[config.mk]
export PLATFORM = sky130hd
export DESIGN_NAME = stf_sequencer_flat
export DESIGN_NICKNAME = d
export VERILOG_FILES = /design/src/rtl/openofdm_tx_pkg.sv /design/src/rtl/stf_sequencer_if.sv /design/src/rtl/stf_iq_halve.sv /design/src/rtl/stf_sequencer.sv /design/src/flat_wrapper.sv
export SDC_FILE = /design/constraint.sdc
export NUM_CORES = 1
export LEC_CHECK = 0
export CAP_MARGIN = 40
export CORE_MARGIN = 4
export CORE_UTILIZATION = 47
export CTS_CLUSTER_DIAMETER = 60
export CTS_CLUSTER_SIZE = 30
export DETAILED_ROUTE_END_ITERATION = 8
export GPL_ROUTABILITY_DRIVEN = 0
export PLACE_DENSITY = 0.85
export SYNTH_ARGS = -nofsm -noshare
export SYNTH_HDL_FRONTEND = slang
export SYNTH_SLANG_ARGS = --single-unit
[constraint.sdc]
create_clock -name clk -period 4 [get_ports clk]
set_clock_uncertainty 0.05 [all_clocks]
set_input_delay 1 -clock clk [delete_from_list [all_inputs] [get_ports clk]]
set_output_delay 1 -clock clk [all_outputs]
set_load 0.02 [all_outputs]
[src/rtl/openofdm_tx_pkg.sv]
`default_nettype none
// ============================================================================
//  Module   : openofdm_tx_pkg
//  Purpose  : Shared types and constants for the openofdm_tx sample path:
//             controller state encoding, STF period, IQ packing.
//  Revision : 1.0  initial release
// ============================================================================
package openofdm_tx_pkg;

  // Controller state, explicitly one bit wide
  typedef enum logic [0:0] {
    IDLE = 1'b0,
    RUN  = 1'b1
  } stf_state_e;

  // Samples per short-training-field period
  localparam int STF_PERIOD = 16;

  // One IQ component width; a sample packs I in the upper half, Q in the lower
  localparam int IQ_W     = 16;
  localparam int SAMPLE_W = 2 * IQ_W;

  typedef struct packed {
    logic [IQ_W-1:0] i;
    logic [IQ_W-1:0] q;
  } iq_sample_t;

  // Arithmetic shift right by one of a two's-complement component
  // (rounds toward negative infinity)
  function automatic logic [IQ_W-1:0] iq_asr1(input logic [IQ_W-1:0] c);
    return {c[IQ_W-1], c[IQ_W-1:1]};
  endfunction

endpackage
`default_nettype wire

[src/rtl/stf_sequencer_if.sv]
`default_nettype none
// ============================================================================
//  Module   : stf_sequencer_if
//  Purpose  : valid/ready sample stream from a preamble sequencer to the
//             TX sample mux. master = producer, slave = consumer.
//  Revision : 1.0  initial release
// ============================================================================
interface stf_sequencer_if;
  import openofdm_tx_pkg::*;

  logic [SAMPLE_W-1:0] sample_out;
  logic                sample_valid;
  logic                sample_ready;
  logic                sample_last;

  modport master (
    output sample_out,
    output sample_valid,
    output sample_last,
    input  sample_ready
  );

  modport slave (
    input  sample_out,
    input  sample_valid,
    input  sample_last,
    output sample_ready
  );

endinterface
`default_nettype wire

[src/rtl/stf_iq_halve.sv]
`default_nettype none
// ============================================================================
//  Module   : stf_iq_halve
//  Purpose  : Combinational half-amplitude window: each IQ component of a
//             packed sample is arithmetically shifted right by one.
//  Revision : 1.0  initial release
// ============================================================================
module stf_iq_halve
  import openofdm_tx_pkg::*;
(
  input  logic [SAMPLE_W-1:0] iq_in,
  output logic [SAMPLE_W-1:0] iq_out
);

  iq_sample_t w_in;
  iq_sample_t w_out;

  assign w_in = iq_in;

  // Halve I and Q independently, preserving sign
  always_comb begin
    w_out   = w_in;
    w_out.i = iq_asr1(w_in.i);
    w_out.q = iq_asr1(w_in.q);
  end

  assign iq_out = w_out;

endmodule
`default_nettype wire

[src/rtl/stf_sequencer.sv]
`default_nettype none
// ============================================================================
//  Module   : stf_sequencer
//  Purpose  : Plays out the 802.11 legacy short training field by walking
//             the external 16-entry STF ROM NUM_REPS times and streaming the
//             words over valid/ready, optionally halving the first sample.
//  Revision : 1.0  initial release
// ============================================================================
module stf_sequencer
  import openofdm_tx_pkg::*;
#(
  parameter int NUM_REPS  = 10,    // legal range 1..15
  parameter bit WINDOW_EN = 1'b1
) (
  input  logic                clk,
  input  logic                phy_tx_arestn,
  input  logic                start,
  input  logic                abort,
  output logic [3:0]          stf_rom_addr,
  input  logic [SAMPLE_W-1:0] stf_rom_dout,
  stf_sequencer_if.master     tx,
  output logic                busy,
  output logic                done
);

  // Total samples in one sequence; at most 240 so it fits the 8-bit index
  localparam logic [7:0] TOTAL    = 8'(NUM_REPS * STF_PERIOD);
  localparam logic [7:0] LAST_IDX = TOTAL - 8'd1;

  stf_state_e          state_q, state_d;
  logic [7:0]          idx_q, idx_d;
  logic [SAMPLE_W-1:0] sample_q, sample_d;
  logic                valid_q, valid_d;
  logic                last_q, last_d;
  logic                done_q, done_d;

  logic                w_accept;
  logic                w_load;
  logic [SAMPLE_W-1:0] w_first_word;

  // First word of the sequence, windowed or passed straight through
  if (WINDOW_EN) begin : g_window_on
    stf_iq_halve u_halve (
      .iq_in  (stf_rom_dout),
      .iq_out (w_first_word)
    );
  end else begin : g_window_off
    assign w_first_word = stf_rom_dout;
  end

  // Handshake events in RUN: downstream takes the held sample, or the
  // output slot is (or is about to be) free and ROM words remain
  assign w_accept = valid_q && tx.sample_ready;
  assign w_load   = (!valid_q || tx.sample_ready) && (idx_q < TOTAL);

  // State register
  always_ff @(posedge clk or negedge phy_tx_arestn) begin
    if (!phy_tx_arestn) begin
      state_q <= IDLE;
    end else begin
      state_q <= state_d;
    end
  end

  // Next-state: abort wins; leave RUN once the last sample is taken
  always_comb begin
    state_d = state_q;
    if (abort) begin
      state_d = IDLE;
    end else begin
      case (state_q)
        IDLE:    if (start)              state_d = RUN;
        RUN:     if (w_accept && last_q) state_d = IDLE;
        default:                         state_d = IDLE;
      endcase
    end
  end

  // FSM outputs: the ROM address follows the index only while running
  always_comb begin
    busy         = (state_q == RUN);
    stf_rom_addr = (state_q == RUN) ? idx_q[3:0] : 4'd0;
  end

  // Sample slot, index and completion flag registers
  always_ff @(posedge clk or negedge phy_tx_arestn) begin
    if (!phy_tx_arestn) begin
      idx_q    <= 8'd0;
      sample_q <= '0;
      valid_q  <= 1'b0;
      last_q   <= 1'b0;
      done_q   <= 1'b0;
    end else begin
      idx_q    <= idx_d;
      sample_q <= sample_d;
      valid_q  <= valid_d;
      last_q   <= last_d;
      done_q   <= done_d;
    end
  end

  // Datapath: load word 0 on start, then stream the ROM under valid/ready;
  // sample_q only changes on a load so it stays put while stalled
  always_comb begin
    idx_d    = idx_q;
    sample_d = sample_q;
    valid_d  = valid_q;
    last_d   = last_q;
    done_d   = 1'b0;
    if (abort) begin
      // Any in-flight sample is dropped, even one being accepted now
      idx_d   = 8'd0;
      valid_d = 1'b0;
      last_d  = 1'b0;
    end else begin
      case (state_q)
        IDLE: begin
          idx_d = 8'd0;
          if (start) begin
            sample_d = w_first_word;
            valid_d  = 1'b1;
            idx_d    = 8'd1;
            last_d   = (TOTAL == 8'd1);
          end
        end
        RUN: begin
          if (w_accept && last_q) begin
            idx_d   = 8'd0;
            valid_d = 1'b0;
            last_d  = 1'b0;
            done_d  = 1'b1;
          end else if (w_load) begin
            sample_d = stf_rom_dout;
            valid_d  = 1'b1;
            idx_d    = idx_q + 8'd1;
            last_d   = (idx_q == LAST_IDX);
          end else if (w_accept) begin
            valid_d = 1'b0;
          end
        end
        default: begin
          idx_d   = 8'd0;
          valid_d = 1'b0;
          last_d  = 1'b0;
        end
      endcase
    end
  end

  assign tx.sample_out   = sample_q;
  assign tx.sample_valid = valid_q;
  assign tx.sample_last  = last_q;
  assign done            = done_q;

endmodule
`default_nettype wire

[src/flat_wrapper.sv]
// flat-port wrapper written by rule: the top's interface ports become plain ports
module stf_sequencer_flat import openofdm_tx_pkg::*;
#(
  parameter int NUM_REPS  = 10,                        
  parameter bit WINDOW_EN = 1'b1
)
  (clk, phy_tx_arestn, start, abort, stf_rom_addr, stf_rom_dout, busy, done, tx_sample_out, tx_sample_valid, tx_sample_last, tx_sample_ready);
  stf_sequencer_if tx_i ();
  input  logic clk;
  input  logic phy_tx_arestn;
  input  logic start;
  input  logic abort;
  output logic [3:0] stf_rom_addr;
  input  logic [SAMPLE_W-1:0] stf_rom_dout;
  output logic busy;
  output logic done;
  output wire logic [$bits(tx_i.sample_out)-1:0] tx_sample_out;
  output wire logic [$bits(tx_i.sample_valid)-1:0] tx_sample_valid;
  output wire logic [$bits(tx_i.sample_last)-1:0] tx_sample_last;
  input wire logic [$bits(tx_i.sample_ready)-1:0] tx_sample_ready;
  assign tx_sample_out = tx_i.sample_out;
  assign tx_sample_valid = tx_i.sample_valid;
  assign tx_sample_last = tx_i.sample_last;
  assign tx_i.sample_ready = tx_sample_ready;
  stf_sequencer #(.NUM_REPS(NUM_REPS), .WINDOW_EN(WINDOW_EN)) u_core (.clk(clk), .phy_tx_arestn(phy_tx_arestn), .start(start), .abort(abort), .stf_rom_addr(stf_rom_addr), .stf_rom_dout(stf_rom_dout), .tx(tx_i), .busy(busy), .done(done));
endmodule
-- Yosys cells after proc, flatten, opt, wreduce, memory -nomap -nowiden
Index checks and enable logic that the tools add are counted.
- add/subtract/negate cells: 1
- order comparisons: 1
- equality and inequality tests: 7
- multiplexer cells: 28
- bitwise logic cells: 2
- reduce and logical (&&, ||, !) cells: 8
- operator list (cell ; number):
    2-to-1 mux 32 bit ; 3
    one-hot mux 32 bit (2 select lines) ; 1
    2-to-1 mux 8 bit ; 3
    2-to-1 mux 1 bit ; 16
    one-hot mux 8 bit (2 select lines) ; 1
    adder 8 x 1 -> 8 bit, second input constant ; 1
    equality test 8 bit, second input constant ; 1
    < comparator 8 bit, second input constant ; 1
    inequality test 2 bit, second input constant ; 3
    one-hot mux 1 bit (2 select lines) ; 3
    inequality test 5 bit, second input constant ; 1
    2-to-1 mux 4 bit ; 1
    inequality test 4 bit, second input constant ; 1
    AND reduction 2 bit ; 2
    AND reduction 4 bit ; 1
    logical AND 1 bit ; 3
    inequality test 3 bit, second input constant ; 1
    NOT 1 bit ; 2
    zero test 1 bit ; 1
    logical OR 1 bit ; 1
- register bits: 44
- bits of input ports: 37

-- Logic depth before layout (Yosys ltp)
- depth in word-level cells: 7
- mapped depth: 5

-- Modules after synthesis
A second synthesis with hierarchy kept.
- cells, all modules: 209
- area total of the unflattened synthesis: 2379.8 um^2
- by module, submodules not included (module ; instances ; cells each ; area each (um^2) ; sequential area each (um^2)):
    stf_sequencer ; 1 ; 177 ; 2139.6 ; 1101.1
    stf_iq_halve ; 1 ; 32 ; 240.2 ; 0.0

-- Worst setup path after synthesis
No wires, ideal clock.
- kind: input-to-reg
- start: input abort
- end: register u_core.sample_q[15] (netlist: u_core.tx.sample_out[15])
- setup time: 0.125 ns
- arrival time: 1.884 ns
- data required time: 3.825 ns
- slack: 1.941 ns
- stages: 4
- cell sequence: nor2b_1 > o211ai_2 > nand2_1 > mux2_2
- longest elaborated chain between the ends: 2
- ends and longest elaborated chain (element ; RTL line ; text):
    from (decl) ; flat_wrapper.sv:12 ; input logic abort;
    NOT 1 bit (no source line) ; -- ;
    AND reduction 4 bit (no source line) ; -- ;
    to (signal assigned) ; stf_sequencer.sv:95 ; sample_q <= sample_d;
    to (decl) ; stf_sequencer.sv:32 ; logic [SAMPLE_W-1:0] sample_q, sample_d;
No other way between the ends.
A chain may end at the register's enable or synchronous reset.

-- Worst setup path after layout
- start: input tx_sample_ready
- end: register u_core.sample_q[0] (netlist: u_core.tx.sample_out[0])
- longest elaborated chain between the ends: 4
- elaborated cells on any way between the ends: 7
- those cells by class: eq/ne (2); reduce/logical (5)
- ends and longest elaborated chain (element ; RTL line ; text):
    from (decl) ; flat_wrapper.sv:20 ; input wire logic [$bits(tx_i.sample_ready)-1:0] tx_sample_ready;
    logical OR 1 bit or logical AND 1 bit (tied branches) ; stf_sequencer.sv:54, stf_sequencer.sv:53 ;
    logical AND 1 bit (on tied branches) ; stf_sequencer.sv:54, stf_sequencer.sv:127 ;
    inequality test 2 bit (no source line) ; -- ;
    AND reduction 4 bit (no source line) * ; -- ;
Every way passes the cells marked *; elsewhere a longest branch is shown, timed or not.

==> out/results.ini <==
[timing]
tightest_slew_ns=0.862
final.period_utilization=0.712
setup_violations=0
rsz0062_at_grt=no
period_minus_slack_ns=2.85
max_freq_mhz=351
whs_ns=0.493
fin_tns_setup_ns=0
slew_headroom=0.422
setup_slack_ns=1.15
hold_viol_final=0
slew_viol_final=0

[power_and_ir_drop]
power_switching_uw=374
ir_worst_vdd_mv=0.238
p_per_area_mw_per_mm2=410
power.clock.fraction=0.222
p_total_mw=1.19
p_comb_frac=0.319
p_seq_frac=0.459
p_int_uw=817
leakagePower_nw=1.16
swShare=0.314

[grt]
antenna_found_initial=0
grt_pass1_wl_mm=8.42
grt_use_total=0.201
grt_max_degree=37
grt_remaining_overflow=0
grt_pass1_vias=1839

[die]
design.die.area_sq_mm=0.00539
core_sq_mm=0.00406
io-pin-count=77
start_util=0.496
num_rows=23
dieHeight_microns=73.4
die_w_microns=73.4

[setup_path]
critPathTopFamily=compound AO/OA/AOI/OAI gates
end_kind=flop
path_buf_inv=2
critPathKind=input pin to flop
required_ns=4.17
path_cells=clkdlybuf4s50_1 -> nor2b_1 -> o211ai_4 -> buf_4 -> o22ai_1 -> a21oi_1
cp.arrival_ns=3.02
cp_max_fo=36
cp-start-kind=input pin
cp_slowest_cell=o211ai_4
crit_path_max_incr_delay_ns=0.69

[placed_design]
postPlaceCellArea_sq_mm=0.00282
place_inst=326
port_buffers=76
hpwl_mm=3.76
place_ws_ns=0.907

[yosys]
synth_top_area_frac=0.548
yosysWarnings=0
postSynthAreaPerCell_sq_um=9.57
yosysUniqueCellTypes=33
netlist_area_sq_mm=0.00201
synthTopCellsByCount=dfrtp_1, nor2_1, a21oi_1, o22ai_1, clkbuf_1
synth_edf_count=0
async_reset_ff_frac=1.00
synth.most_common_cell=dfrtp_1
synthCells=210
ys.flop_type=dfrtp_1
ys_seq_area_frac=0.548
yosysTopAreaCell=dfrtp_1
ys_top_cells_by_area=dfrtp_1, o22ai_1, a21oi_1
syn-num-nets=248
ys_ff_latch=44

[drt]
first_iter_violations=164
finalWirelength_mm=5.25
drc=0
num_vias=1839
wl_per_cell_microns=15.8
ant_nets=0
firstDrtPassIters=4
viasPerCell=5.52

[clock_network]
cts_root_buffer=clkbuf_8
cts_buffers=5
max-clock-path-buffers=2
htreeDepth=2
cts_setup_buffers=0
numClockSinks=44
clock_latency_ns=0.29
cts_repair_resize_count=0
cts_tree=built
clkSlewWorstSetupHoldPaths_ns=0.08
cts_hold_buf=0

[final_layout]
fin_nets=321
regArea_sq_mm=0.00110
fillers=335
drive_gt1_frac=0.0636
num_antenna_cells=0
synthToLayoutAreaGrowth_pct=44.4
fin_util=0.716
fin_cells=333
multi_input_area_sq_um=853
stdcell_area_sq_mm=0.00290

[worst_hold_path]
worst_hold_path_type=flop to flop

[run_status]
status=complete, no violations

[flow_run]
drv_cap=0

[layout by cell type (no fill, tap or decap)]
master and instances:
a2111oi_0 1, ha_1 1, nand2_1 7, nor3_1 2
a21oi_1 31, mux2_2 2, xor2_1 5, clkdlybuf4s50_1 75
o21ai_4 1, and2_1 8, buf_12 1, clkbuf_8 5
nand2_2 1, nand3_4 1, nand4b_1 1, nor2_1 40
and4_1 1, clkinvlp_4 1, a31oi_1 2, buf_4 3
o211ai_4 1, nand3_1 4, dfrtp_1 44, buf_2 1
or4_1 1, o22ai_1 30, nand4_1 2, clkinv_2 1
o32ai_1 1, o2111ai_1 1, o21ai_0 1, and3_1 1
a211oi_1 1, nor2b_1 2, nand2b_1 1, inv_1 2
[area by class of cell]
type / count / area share
Inverter: 2 / 0.00259
Clock buffer: 5 / 0.0237
Clock inverter: 2 / 0.00431
Tap cell: 50 / 0.0215
Multi-Input combinational cell: 150 / 0.294
Sequential cell: 44 / 0.379
Timing Repair Buffer: 80 / 0.275
[worst paths after layout]
kind / startpoint / end / slack [ns] / cells past startpoint
hold / removal: u_core.tx.sample_out[31] / u_core.tx.sample_out[31] / 0.49 / 1
max in group asynchronous: phy_tx_arestn / u_core.idx_q[6] / 2.86 / 2
setup / recovery: tx_sample_ready / u_core.tx.sample_out[0] / 1.15 / 6
min in group asynchronous: phy_tx_arestn / u_core.tx.sample_out[23] / 0.56 / 1
setup reg to reg: u_core.busy / u_core.tx.sample_out[0] / 1.79 / 5
hold reg to reg: u_core.tx.sample_out[31] / u_core.tx.sample_out[31] / 0.49 / 1
[layer usage]
metal	wire length, microns	track usage	vias to the layer above
li1	-	-	901
met1	2130	0.253	857
met2	2600	0.327	75
met3	475	0.0739	6
met4	47	0.0523	0
met5	0	0	-
[power groups by stage]
stage / Clock, mW / Combinational [mW] / Sequential (mW)
6_report: 0.265 / 0.380 / 0.547
5_1_grt: 0.290 / 0.406 / 0.556
4_1_cts: 0.269 / 0.383 / 0.547
3_5_place_dp: 0 / 0.381 / 0.555
3_3_place_gp: 0 / 0.372 / 0.554
2_1_floorplan: 0 / 0.0988 / 0.630
[cells by family after synthesis]
kind of cell,after synthesis,share of synthesized area
buffers and inverters,16,0.0324
AND/OR/NAND/NOR,72,0.171
adder cells (fa/ha/maj),1,0.00622
multiplexers,2,0.0112
flip-flops,44,0.548
AO/OA/AOI/OAI,70,0.210
XOR/XNOR,5,0.0218
[flip-flops by register name, summed over array words and instances (netlist names)]
name                    cells
u_core.idx_q                8
u_core.busy                 1
u_core.tx.sample_out       32
u_core.tx.sample_last       1
u_core.done                 1
u_core.tx.sample_valid      1
No activity file was read; power rests on OpenSTA's default activity.
